<file path="src/rtl/fetch_ctrl_pkg.sv">
// -----------------------------------------------------------------------------
// fetch_ctrl_pkg
// Shared constants and types for the instruction fetch controller:
//   INITIAL_ADDRESS     - PC loaded by reset
//   DEFAULT_IMEM_BASE   - lowest legal fetch address
//   DEFAULT_IMEM_SIZE   - size in bytes of the legal fetch window
//   fetch_state_t       - two-state fetch FSM encoding (ST_REQ / ST_WAIT)
//   EXC_ADEL            - exception flag value for an address-error fetch
//   fetch_entry_t       - one F/D buffer entry {instr, pc, exc}
//   is_bad_fetch()      - misaligned / out-of-window fetch address test
// -----------------------------------------------------------------------------
package fetch_ctrl_pkg;

   localparam logic [31:0] INITIAL_ADDRESS   = 32'h0000_3000;
   localparam logic [31:0] DEFAULT_IMEM_BASE = 32'h0000_3000;
   localparam logic [31:0] DEFAULT_IMEM_SIZE = 32'h0000_4000;

   typedef enum logic [0:0] {
      ST_REQ  = 1'b0,
      ST_WAIT = 1'b1
   } fetch_state_t;

   localparam logic EXC_ADEL = 1'b1;

   typedef struct packed {
      logic [31:0] instr;
      logic [31:0] pc;
      logic        exc;
   } fetch_entry_t;

   // The upper bound is computed in 33 bits so a window that touches the top
   // of the address space does not wrap and reject everything.
   function automatic logic is_bad_fetch(input logic [31:0] pc,
                                         input logic [31:0] base,
                                         input logic [31:0] size);
      logic [32:0] limit;
      limit = {1'b0, base} + {1'b0, size};
      return (pc[1:0] != 2'b00) || (pc < base) || ({1'b0, pc} >= limit);
   endfunction

endpackage

</file>
<file path="src/rtl/fetch_ctrl_buf.sv">
// -----------------------------------------------------------------------------
// fetch_buf
// Single-entry F/D output buffer. Holds one fetched instruction (or an AdEL
// error entry) until decode consumes it.
// Ports:
//   clk, reset     - clock, synchronous active-high reset
//   stall_i        - decode frozen; a valid entry is not consumed
//   load_i         - write load_entry_i into the buffer this cycle
//   load_entry_i   - {instr, pc, exc} to be written
//   buf_free_o     - buffer is empty or being consumed this cycle
//   valid_o        - buffer holds an entry
//   instr_o        - buffered instruction word
//   pc_o           - PC of the buffered entry
//   exc_o          - buffered entry carries an AdEL fetch exception
// -----------------------------------------------------------------------------
module fetch_buf
   import fetch_ctrl_pkg::*;
(
   input  logic         clk,
   input  logic         reset,
   input  logic         stall_i,
   input  logic         load_i,
   input  fetch_entry_t load_entry_i,
   output logic         buf_free_o,
   output logic         valid_o,
   output logic [31:0]  instr_o,
   output logic [31:0]  pc_o,
   output logic         exc_o
);

   logic consume;

   // The entry leaves when decode is not stalled; a slot is therefore
   // available either when empty or when the current entry is leaving.
   always_comb begin
      consume    = valid_o && !stall_i;
      buf_free_o = !valid_o || !stall_i;
   end

   // A load in the same cycle as a consume simply replaces the entry, so
   // valid stays high; a consume alone empties the buffer. The data fields
   // are only rewritten on a load.
   always_ff @(posedge clk) begin
      if (reset) begin
         valid_o <= 1'b0;
         instr_o <= 32'h0;
         pc_o    <= 32'h0;
         exc_o   <= 1'b0;
      end else if (load_i) begin
         valid_o <= 1'b1;
         instr_o <= load_entry_i.instr;
         pc_o    <= load_entry_i.pc;
         exc_o   <= load_entry_i.exc;
      end else if (consume) begin
         valid_o <= 1'b0;
      end
   end

endmodule

</file>
<file path="src/rtl/fetch_ctrl.sv">
// -----------------------------------------------------------------------------
// fetch_ctrl
// Fetch PC sequencer for the pipelined MIPS core. Issues one instruction
// memory request at a time, captures the response into the F/D buffer and
// applies branch/jump redirects with delay-slot semantics (the instruction
// already in flight completes; only the following fetch uses the target).
// Ports:
//   clk, reset         - clock, synchronous active-high reset
//   stall_i            - hazard unit freezes decode
//   redirect_valid_i   - one-cycle redirect pulse from decode
//   redirect_pc_i      - redirect target
//   imem_req_o         - memory request
//   imem_addr_o        - request address (same as pc_o)
//   imem_gnt_i         - memory accepted the request
//   imem_rvalid_i      - memory response valid
//   imem_rdata_i       - memory response data
//   pc_o               - current fetch PC
//   instr_valid_o      - F/D buffer holds an instruction
//   instr_o            - buffered instruction
//   instr_pc_o         - PC of buffered instruction
//   instr_exc_o        - AdEL exception on buffered instruction
// -----------------------------------------------------------------------------
module fetch_ctrl
   import fetch_ctrl_pkg::*;
#(
   parameter logic [31:0] RESET_PC  = INITIAL_ADDRESS,
   parameter logic [31:0] IMEM_BASE = DEFAULT_IMEM_BASE,
   parameter logic [31:0] IMEM_SIZE = DEFAULT_IMEM_SIZE
) (
   input  logic        clk,
   input  logic        reset,
   input  logic        stall_i,
   input  logic        redirect_valid_i,
   input  logic [31:0] redirect_pc_i,
   output logic        imem_req_o,
   output logic [31:0] imem_addr_o,
   input  logic        imem_gnt_i,
   input  logic        imem_rvalid_i,
   input  logic [31:0] imem_rdata_i,
   output logic [31:0] pc_o,
   output logic        instr_valid_o,
   output logic [31:0] instr_o,
   output logic [31:0] instr_pc_o,
   output logic        instr_exc_o
);

   fetch_state_t state_q;
   fetch_state_t state_d;
   logic [31:0]  pc_q;
   logic [31:0]  pc_next;
   logic         pend_valid_q;
   logic [31:0]  pend_pc_q;
   logic         buf_free;
   logic         bad;
   logic         advance;
   logic         load;
   fetch_entry_t load_entry;

   assign pc_o        = pc_q;
   assign imem_addr_o = pc_q;
   assign bad         = is_bad_fetch(pc_q, IMEM_BASE, IMEM_SIZE);

   fetch_buf u_buf (
      .clk          (clk),
      .reset        (reset),
      .stall_i      (stall_i),
      .load_i       (load),
      .load_entry_i (load_entry),
      .buf_free_o   (buf_free),
      .valid_o      (instr_valid_o),
      .instr_o      (instr_o),
      .pc_o         (instr_pc_o),
      .exc_o        (instr_exc_o)
   );

   // FSM state register. Reset always lands in ST_REQ, which abandons any
   // outstanding request: a late response is ignored because ST_REQ never
   // looks at rvalid.
   always_ff @(posedge clk) begin
      if (reset) begin
         state_q <= ST_REQ;
      end else begin
         state_q <= state_d;
      end
   end

   // Next-state logic: ST_REQ waits for an accepted request, ST_WAIT waits
   // for the single response. A bad PC never leaves ST_REQ because no
   // memory access is made for it.
   always_comb begin
      state_d = state_q;
      case (state_q)
         ST_REQ: begin
            if (imem_req_o && imem_gnt_i) begin
               state_d = ST_WAIT;
            end
         end
         ST_WAIT: begin
            if (imem_rvalid_i) begin
               state_d = ST_REQ;
            end
         end
         default: state_d = ST_REQ;
      endcase
   end

   // Output logic. A request (or an AdEL error entry) is only produced when
   // the buffer has room, which is what guarantees a stalled entry is never
   // overwritten. The request is also held low during the reset cycle.
   always_comb begin
      imem_req_o = 1'b0;
      load       = 1'b0;
      advance    = 1'b0;
      load_entry = '0;
      case (state_q)
         ST_REQ: begin
            if (!reset && buf_free) begin
               if (bad) begin
                  load       = 1'b1;
                  advance    = 1'b1;
                  load_entry = '{instr: 32'h0, pc: pc_q, exc: EXC_ADEL};
               end else begin
                  imem_req_o = 1'b1;
               end
            end
         end
         ST_WAIT: begin
            if (imem_rvalid_i) begin
               load       = 1'b1;
               advance    = 1'b1;
               load_entry = '{instr: imem_rdata_i, pc: pc_q, exc: 1'b0};
            end
         end
         default: ;
      endcase
   end

   // Next fetch address. A redirect in the advancing cycle bypasses the
   // pending slot; otherwise a previously parked redirect is used before
   // falling back to sequential fetch.
   always_comb begin
      if (redirect_valid_i) begin
         pc_next = redirect_pc_i;
      end else if (pend_valid_q) begin
         pc_next = pend_pc_q;
      end else begin
         pc_next = pc_q + 32'd4;
      end
   end

   // PC and pending-redirect registers. A redirect that arrives while the
   // current fetch is still in progress is parked until the advance, so the
   // in-flight instruction becomes the delay slot. A later redirect before
   // the advance replaces the parked one.
   always_ff @(posedge clk) begin
      if (reset) begin
         pc_q         <= RESET_PC;
         pend_valid_q <= 1'b0;
         pend_pc_q    <= 32'h0;
      end else if (advance) begin
         pc_q         <= pc_next;
         pend_valid_q <= 1'b0;
      end else if (redirect_valid_i) begin
         pend_valid_q <= 1'b1;
         pend_pc_q    <= redirect_pc_i;
      end
   end

endmodule

</file>
<file path="config.mk">
export PLATFORM = sky130hd
export DESIGN_NAME = fetch_ctrl
export DESIGN_NICKNAME = d
export VERILOG_FILES = /design/src/rtl/fetch_ctrl_pkg.sv /design/src/rtl/fetch_ctrl_buf.sv /design/src/rtl/fetch_ctrl.sv
export SDC_FILE = /design/constraint.sdc
export NUM_CORES = 1
export LEC_CHECK = 0
export ABC_AREA = 1
export CAP_MARGIN = 25
export CORE_MARGIN = 2
export CORE_UTILIZATION = 53
export DETAILED_ROUTE_END_ITERATION = 16
export MAX_ROUTING_LAYER = met4
export PLACE_DENSITY = 0.86
export SYNTH_ARGS = -nofsm -noshare
export SYNTH_HDL_FRONTEND = slang
export SYNTH_HIERARCHICAL = 1
export SYNTH_SLANG_ARGS = --single-unit
</file>
<file path="constraint.sdc">
create_clock -name clk -period 2.69 [get_ports clk]
set_input_delay 0.4035 -clock clk [delete_from_list [all_inputs] [get_ports clk]]
set_output_delay 0.4035 -clock clk [all_outputs]
set_load 0.02 [all_outputs]
</file>
Word-level counts from Yosys, hierarchy flattened
Index checks and enable logic that the tools add are counted.
{ "word_totals": {"register_bits": 132, "input_bits": 70, "out_inout_bits": 131, "wordCells": 44} }
{ "op_classes": {"n_addsub": 1, "magnitude_cmp": 2, "mux": 18, "n_bitwise": 2, "reduce_logical": 13} }
{ "ops": {"columns": ["cell", "count"], "rows": [
  ["$pmux 65 s2", 1],
  ["$mux 33", 2],
  ["$mux 65", 1],
  ["$mux 32", 2],
  ["$add 32x3->32 const B", 1],
  ["$ge 32x15->1 const B", 1],
  ["$lt 32x14->1 const B", 1],
  ["$mux 1", 10],
  ["$pmux 1 s2", 2],
  ["$reduce_bool 2->1", 2],
  ["$logic_and 1x1->1", 3],
  ["$logic_not 1->1", 3],
  ["$logic_or 1x1->1", 3],
  ["$not 1->1", 2],
  ["$reduce_and 2->1", 1],
  ["$reduce_or 2->1", 1]
]} }

Depth between registers and ports, before layout
{ "depth": {"word_depth": 9, "mapped_depth": 14, "ltp_nobuf": 13} }

Cells and area by module
The synthesis kept the hierarchy.
{ "modules_own_cells": {"columns": ["mod", "n_inst", "cells_per_inst", "area_per_inst_um2", "seq_area_each_um2"], "rows": [
  ["fetch_ctrl", 1, 882, 4939.7, 1321.3],
  ["fetch_buf", 1, 417, 2708.8, 1321.3]
]} }

Least setup slack after synthesis
No wires, ideal clock.
{ "synth_path": {"kind": "register to register", "start": "register pc_q[13], in the netlist imem_addr_o[13]", "end": "register u_buf.instr_o[0]", "arrival_time_ns": 1.898, "slack_ns": 0.679, "stages_incl_launch_ff": 14, "path_buffers": 4, "path_cell_list": "dfxtp_1 nand2_1 nand2_1 nand2_1 nor2_2 nand3_2 nand2_4 nand2_4 buf_2 buf_2 buf_6 buf_4 nor2_1 nor2_1"} }
{ "synth_between": {"elab_chain_cells": 6} }
{ "synth_rtl": {"columns": ["element", "line_no", "text"], "rows": [
  ["from (decl)", "fetch_ctrl.sv:49", "logic [31:0] pc_q;"],
  ["from (signal assigned)", "fetch_ctrl.sv:161", "pc_q <= pc_next;"],
  ["$lt 32x14->1", "fetch_ctrl_pkg.sv:38", "return (pc[1:0] != 2'b00) || (pc < base) || ({1'b0, pc} >= limit);"],
  ["$logic_or 1x1->1", "fetch_ctrl_pkg.sv:38", null],
  ["$logic_or 1x1->1 (*)", "fetch_ctrl_pkg.sv:38", null],
  ["$mux 1 (*) (2 in a row)", null, null],
  ["$pmux 1 s2 (*)", null, null],
  ["via advance", "fetch_ctrl.sv:55", "logic advance;"],
  ["to (signal assigned)", "fetch_ctrl_buf.sv:51", "instr_o <= load_entry_i.instr;"],
  ["to (decl)", "fetch_ctrl_buf.sv:26", "output logic [31:0] instr_o,"]
]} }
Mark *: on every way through the listed nets, which the timed path passes. The rest lies on a longest branch.
A chain may end at the register's enable or synchronous reset.

Worst setup path in the final report
{ "layout_path": {"start": "register pc_q[13], in the netlist imem_addr_o[13]", "end": "output imem_req_o"} }
{ "layout_between": {"elab_chain_cells": 6} }
{ "layout_rtl": {"columns": ["element", "line_no", "text"], "rows": [
  ["$lt 32x14->1", "fetch_ctrl_pkg.sv:38", null],
  ["$logic_or 1x1->1", "fetch_ctrl_pkg.sv:38", null],
  ["$logic_or 1x1->1 (*)", "fetch_ctrl_pkg.sv:38", null],
  ["$mux 1 (*)", "fetch_ctrl.sv:118", "if (bad) begin"],
  ["$mux 1 (*)", "fetch_ctrl.sv:117", "if (!reset && buf_free) begin"],
  ["$mux 1 (*)", "fetch_ctrl.sv:115", "case (state_q)"],
  ["to (decl)", "fetch_ctrl.sv:35", "output logic imem_req_o,"]
]} }
Mark *: on every way between the ends. The rest lies on a longest branch, timed or not.

==> impl_metrics.json <==
{
  "met1Wirelength_um": 8968,
  "worst-slew-pin-transition_ns": 0.6580,
  "min_period_over_period": 0.9506,
  "arrival_ns": 2.15,
  "rsz0062_at_grt": "no",
  "hold_viol_final": 0,
  "syn_to_final_growth_pct": 31.65,
  "required_ns": 2.29,
  "nNetsFinal": 1513,
  "worstSetupPathType": "flop to primary output",
  "antenna_found_initial": 0,
  "synth_cell_types": 29,
  "wl_met3_um": 2166,
  "die_y_um": 124.1,
  "power.density_nw_per_um2": 614.7,
  "combPwrFrac": 0.224,
  "synth_compound_area_frac": 0.06331,
  "drc": 0,
  "synth_mux_area_frac": 0,
  "crit_chain": "nand2_1 -> nand2_1 -> nand2_1 -> nor2_2 -> nand3_2 -> nor3_1 -> dlygate4sd2_1",
  "power.switching_w": 0.001812,
  "slew_headroom": 0.5613,
  "synth_top_family_by_area": "simple AND/OR/NAND/NOR gates",
  "clockBufferDepth": 2,
  "grt_pass1_vias": 6918,
  "tritoncts": "built",
  "power.internal_w": 0.004378,
  "synth_simple_gate_area_share": 0.3982,
  "place_hpwl_um": 14910,
  "switching_share": 0.2928,
  "io_pins": 201,
  "portBuffers": 200,
  "gp_congestion": 0.9916,
  "synth_fa_ha_area_frac": 0.003272,
  "fin_skew_ns": 0.009951,
  "p_leak_nw": 4.648,
  "fmax_ghz": 0.3911,
  "cts_root_buf": "clkbuf_16",
  "crit_path_end_kind": "primary output",
  "diodes": 0,
  "drive_gt1_frac": 0.04058,
  "period_minus_slack_ns": 2.557,
  "synth_cells": 1299,
  "row_count": 43,
  "reg2regPathDepth": 13,
  "initial_core_util": 0.5468,
  "clk_latency_ns": 0.43,
  "maxCapViolations": 0,
  "ys_seq_area_frac": 0.3455,
  "die_area_um2": 15410,
  "crit_slowest_cell": "dfxtp_1",
  "max_stage_delay_ns": 0.52,
  "antenna_left": 0,
  "hold_slack_ns": 0.4678,
  "cp_max_fo": 8,
  "start_kind": "flop",
  "wl_met2_um": 10210,
  "timing.final.max_slew_violations": 0,
  "die_w_um": 124.1,
  "fp.coreArea_um2": 13990,
  "wl_per_cell_um": 13.33,
  "clk_pin_slew_ns": 0.06,
  "setup_viol": 0,
  "drt_iter0_markers": 886,
  "grt-ovfl-total": 0,
  "ys_seq_elements": 132,
  "grt_pass1_wl_um": 33810,
  "crit_path_frequent_cell": "nand2_1",
  "p_seq_frac": 0.364,
  "cts_max_level": 4,
  "status": "finished clean",
  "highest_layer": "met4",
  "cts_made_buffers": 17,
  "pwr-share-clk": 0.412,
  "synth_xor_xnor_area_share": 0.001145,
  "vias": 8072,
  "grt_max_degree": 107,
  "synth.avg_cell_area_um2": 5.888,
  "wl_um": 21790,
  "hold_path_class": "flop to flop",
  "totalNegativeSetupSlack_ns": 0,
  "vdd_drop_max_v": 0.0004636,
  "vias_per_cell": 4.940,
  "grtUsageTotal": 0.2897,
  "cts_sinks": 132,
  "holdPathStages": 2,
  "synth_area_um2": 7649,
  "yosys_warnings": 6,
  "dr.pass1.iters": 8,
  "syn-num-nets": 1371
}
==> what timing repair did <==
action	CTS	global route
resized for setup	1	0
buffers inserted	0	0
hold buffers	0	0
setup endpoints to repair	1	0
==> synthesized netlist by cell type <==
cell type | number | area, um^2
nand4_1 | 33 | 206.5
nor2_2 | 1 | 6.260
nor3_1 | 2 | 10.01
inv_1 | 220 | 825.8
o21ai_0 | 23 | 115.1
nand3_4 | 1 | 17.52
a22oi_1 | 2 | 15.01
buf_4 | 43 | 322.8
o21ai_1 | 1 | 5.000
ha_1 | 2 | 25.02
o221ai_1 | 1 | 8.760
xor2_1 | 1 | 8.760
nand3_2 | 1 | 10.01
inv_2 | 2 | 7.510
dfxtp_1 | 132 | 2643
nor2_1 | 319 | 1197
clkbuf_1 | 23 | 86.33
nor2_4 | 2 | 22.52
buf_6 | 10 | 112.6
a21oi_1 | 34 | 170.2
a31oi_1 | 1 | 6.260
nand2_1 | 356 | 1336
nand2_4 | 2 | 22.52
nand3_1 | 42 | 210.2
o211ai_1 | 1 | 7.510
buf_1 | 2 | 7.510
o22ai_1 | 25 | 156.4
and2_1 | 1 | 6.260
buf_2 | 16 | 80.08
==> placed cells by master (no fill, tap or decap), types with 5 or more instances in the layout <==
cell type and n:
buf_4 15, clkbuf_16 17, o22ai_1 25, clkdlybuf4s50_1 199, a21oi_1 34, bufinv_16 5, nand2_1 355, nor2_1 319
nand4_1 33, o21ai_0 23, dfxtp_1 132, nand3_1 42, inv_1 219
==> cell type report <==
cell class                 count  area [um^2]
tap                          180        225.2
clock buffer                  19        442.9
multi-input combinational    851         3566
fill                        1170         3919
sequential                   132         2643
timing repair buffer         217         2153
clock inverter                13        206.4
inverter                     222        833.3
==> kinds of logic (layout without fill, tap and decap cells) <==
family                   count (synthesis)  after routing
AO/OA/AOI/OAI                           88             88
XOR/XNOR                                 1              1
adder cells (fa/ha/maj)                  2              2
buffers and inverters                  316            471
flip-flops                             132            132
AND/OR/NAND/NOR                        760            760
==> per-layer routing <==
layer,track usage,vias to the layer above
met2,0.4652,375
met4,0.1053,0
met3,0.07647,40
met5,-,-
li1,-,4137
met1,0.3503,3520
==> registers in the layout, indices dropped and copies added (netlist names) <==
signal,cells
imem_addr_o,32
pend_pc_q,32
u_buf/instr_o,32
u_buf/pc_o,32
pend_valid_q,1
state_q,1
u_buf/exc_o,1
u_buf/valid_o,1
==> critical path: cells and delay by family, from the launching register on <==
kind | cells | cell delay [ns]
buffers and inverters | 1 | 0.39
DFF | 1 | 0.52
and+or+nand+nor | 6 | 0.80
==> path summary, 6_finish.rpt <==
check / from / end / slack [ns]
setup / recovery: imem_addr_o[13]$_SDFFE_PP1P_ / imem_req_o / 0.13
hold / removal: u_buf/instr_o[23]$_SDFFE_PP0P_ / u_buf/instr_o[23]$_SDFFE_PP0P_ / 0.47
setup reg to reg: imem_addr_o[13]$_SDFFE_PP1P_ / u_buf/pc_o[25]$_SDFFE_PP0P_ / 0.40
hold reg to reg: u_buf/instr_o[23]$_SDFFE_PP0P_ / u_buf/instr_o[23]$_SDFFE_PP0P_ / 0.47
==> power by group through the flow <==
stage	combinational (W)	sequential, W	clock (W)
after floorplan	0.000751	0.00241	0
after global placement	0.00136	0.00228	0
after detailed placement	0.00137	0.00229	0
after CTS	0.00139	0.00225	0.00257
after global routing	0.00153	0.00227	0.00265
final	0.00139	0.00225	0.00255
==> metrics by stage <==
stage               area (um^2)  cells    util  worst slack, ns  power (W)
floorplan                  7649   1299       -           0.6790   0.003160
global placement           9422   1602  0.6735           0.2645   0.003642
detailed placement         9422   1602  0.6735           0.3035   0.003664
CTS                       10070   1634  0.7199           0.1575   0.006205
global route              10070   1634  0.7199          0.02710   0.006456
finish                    10070   1634  0.7199           0.1330   0.006190
(Power assumes the default switching activity.)
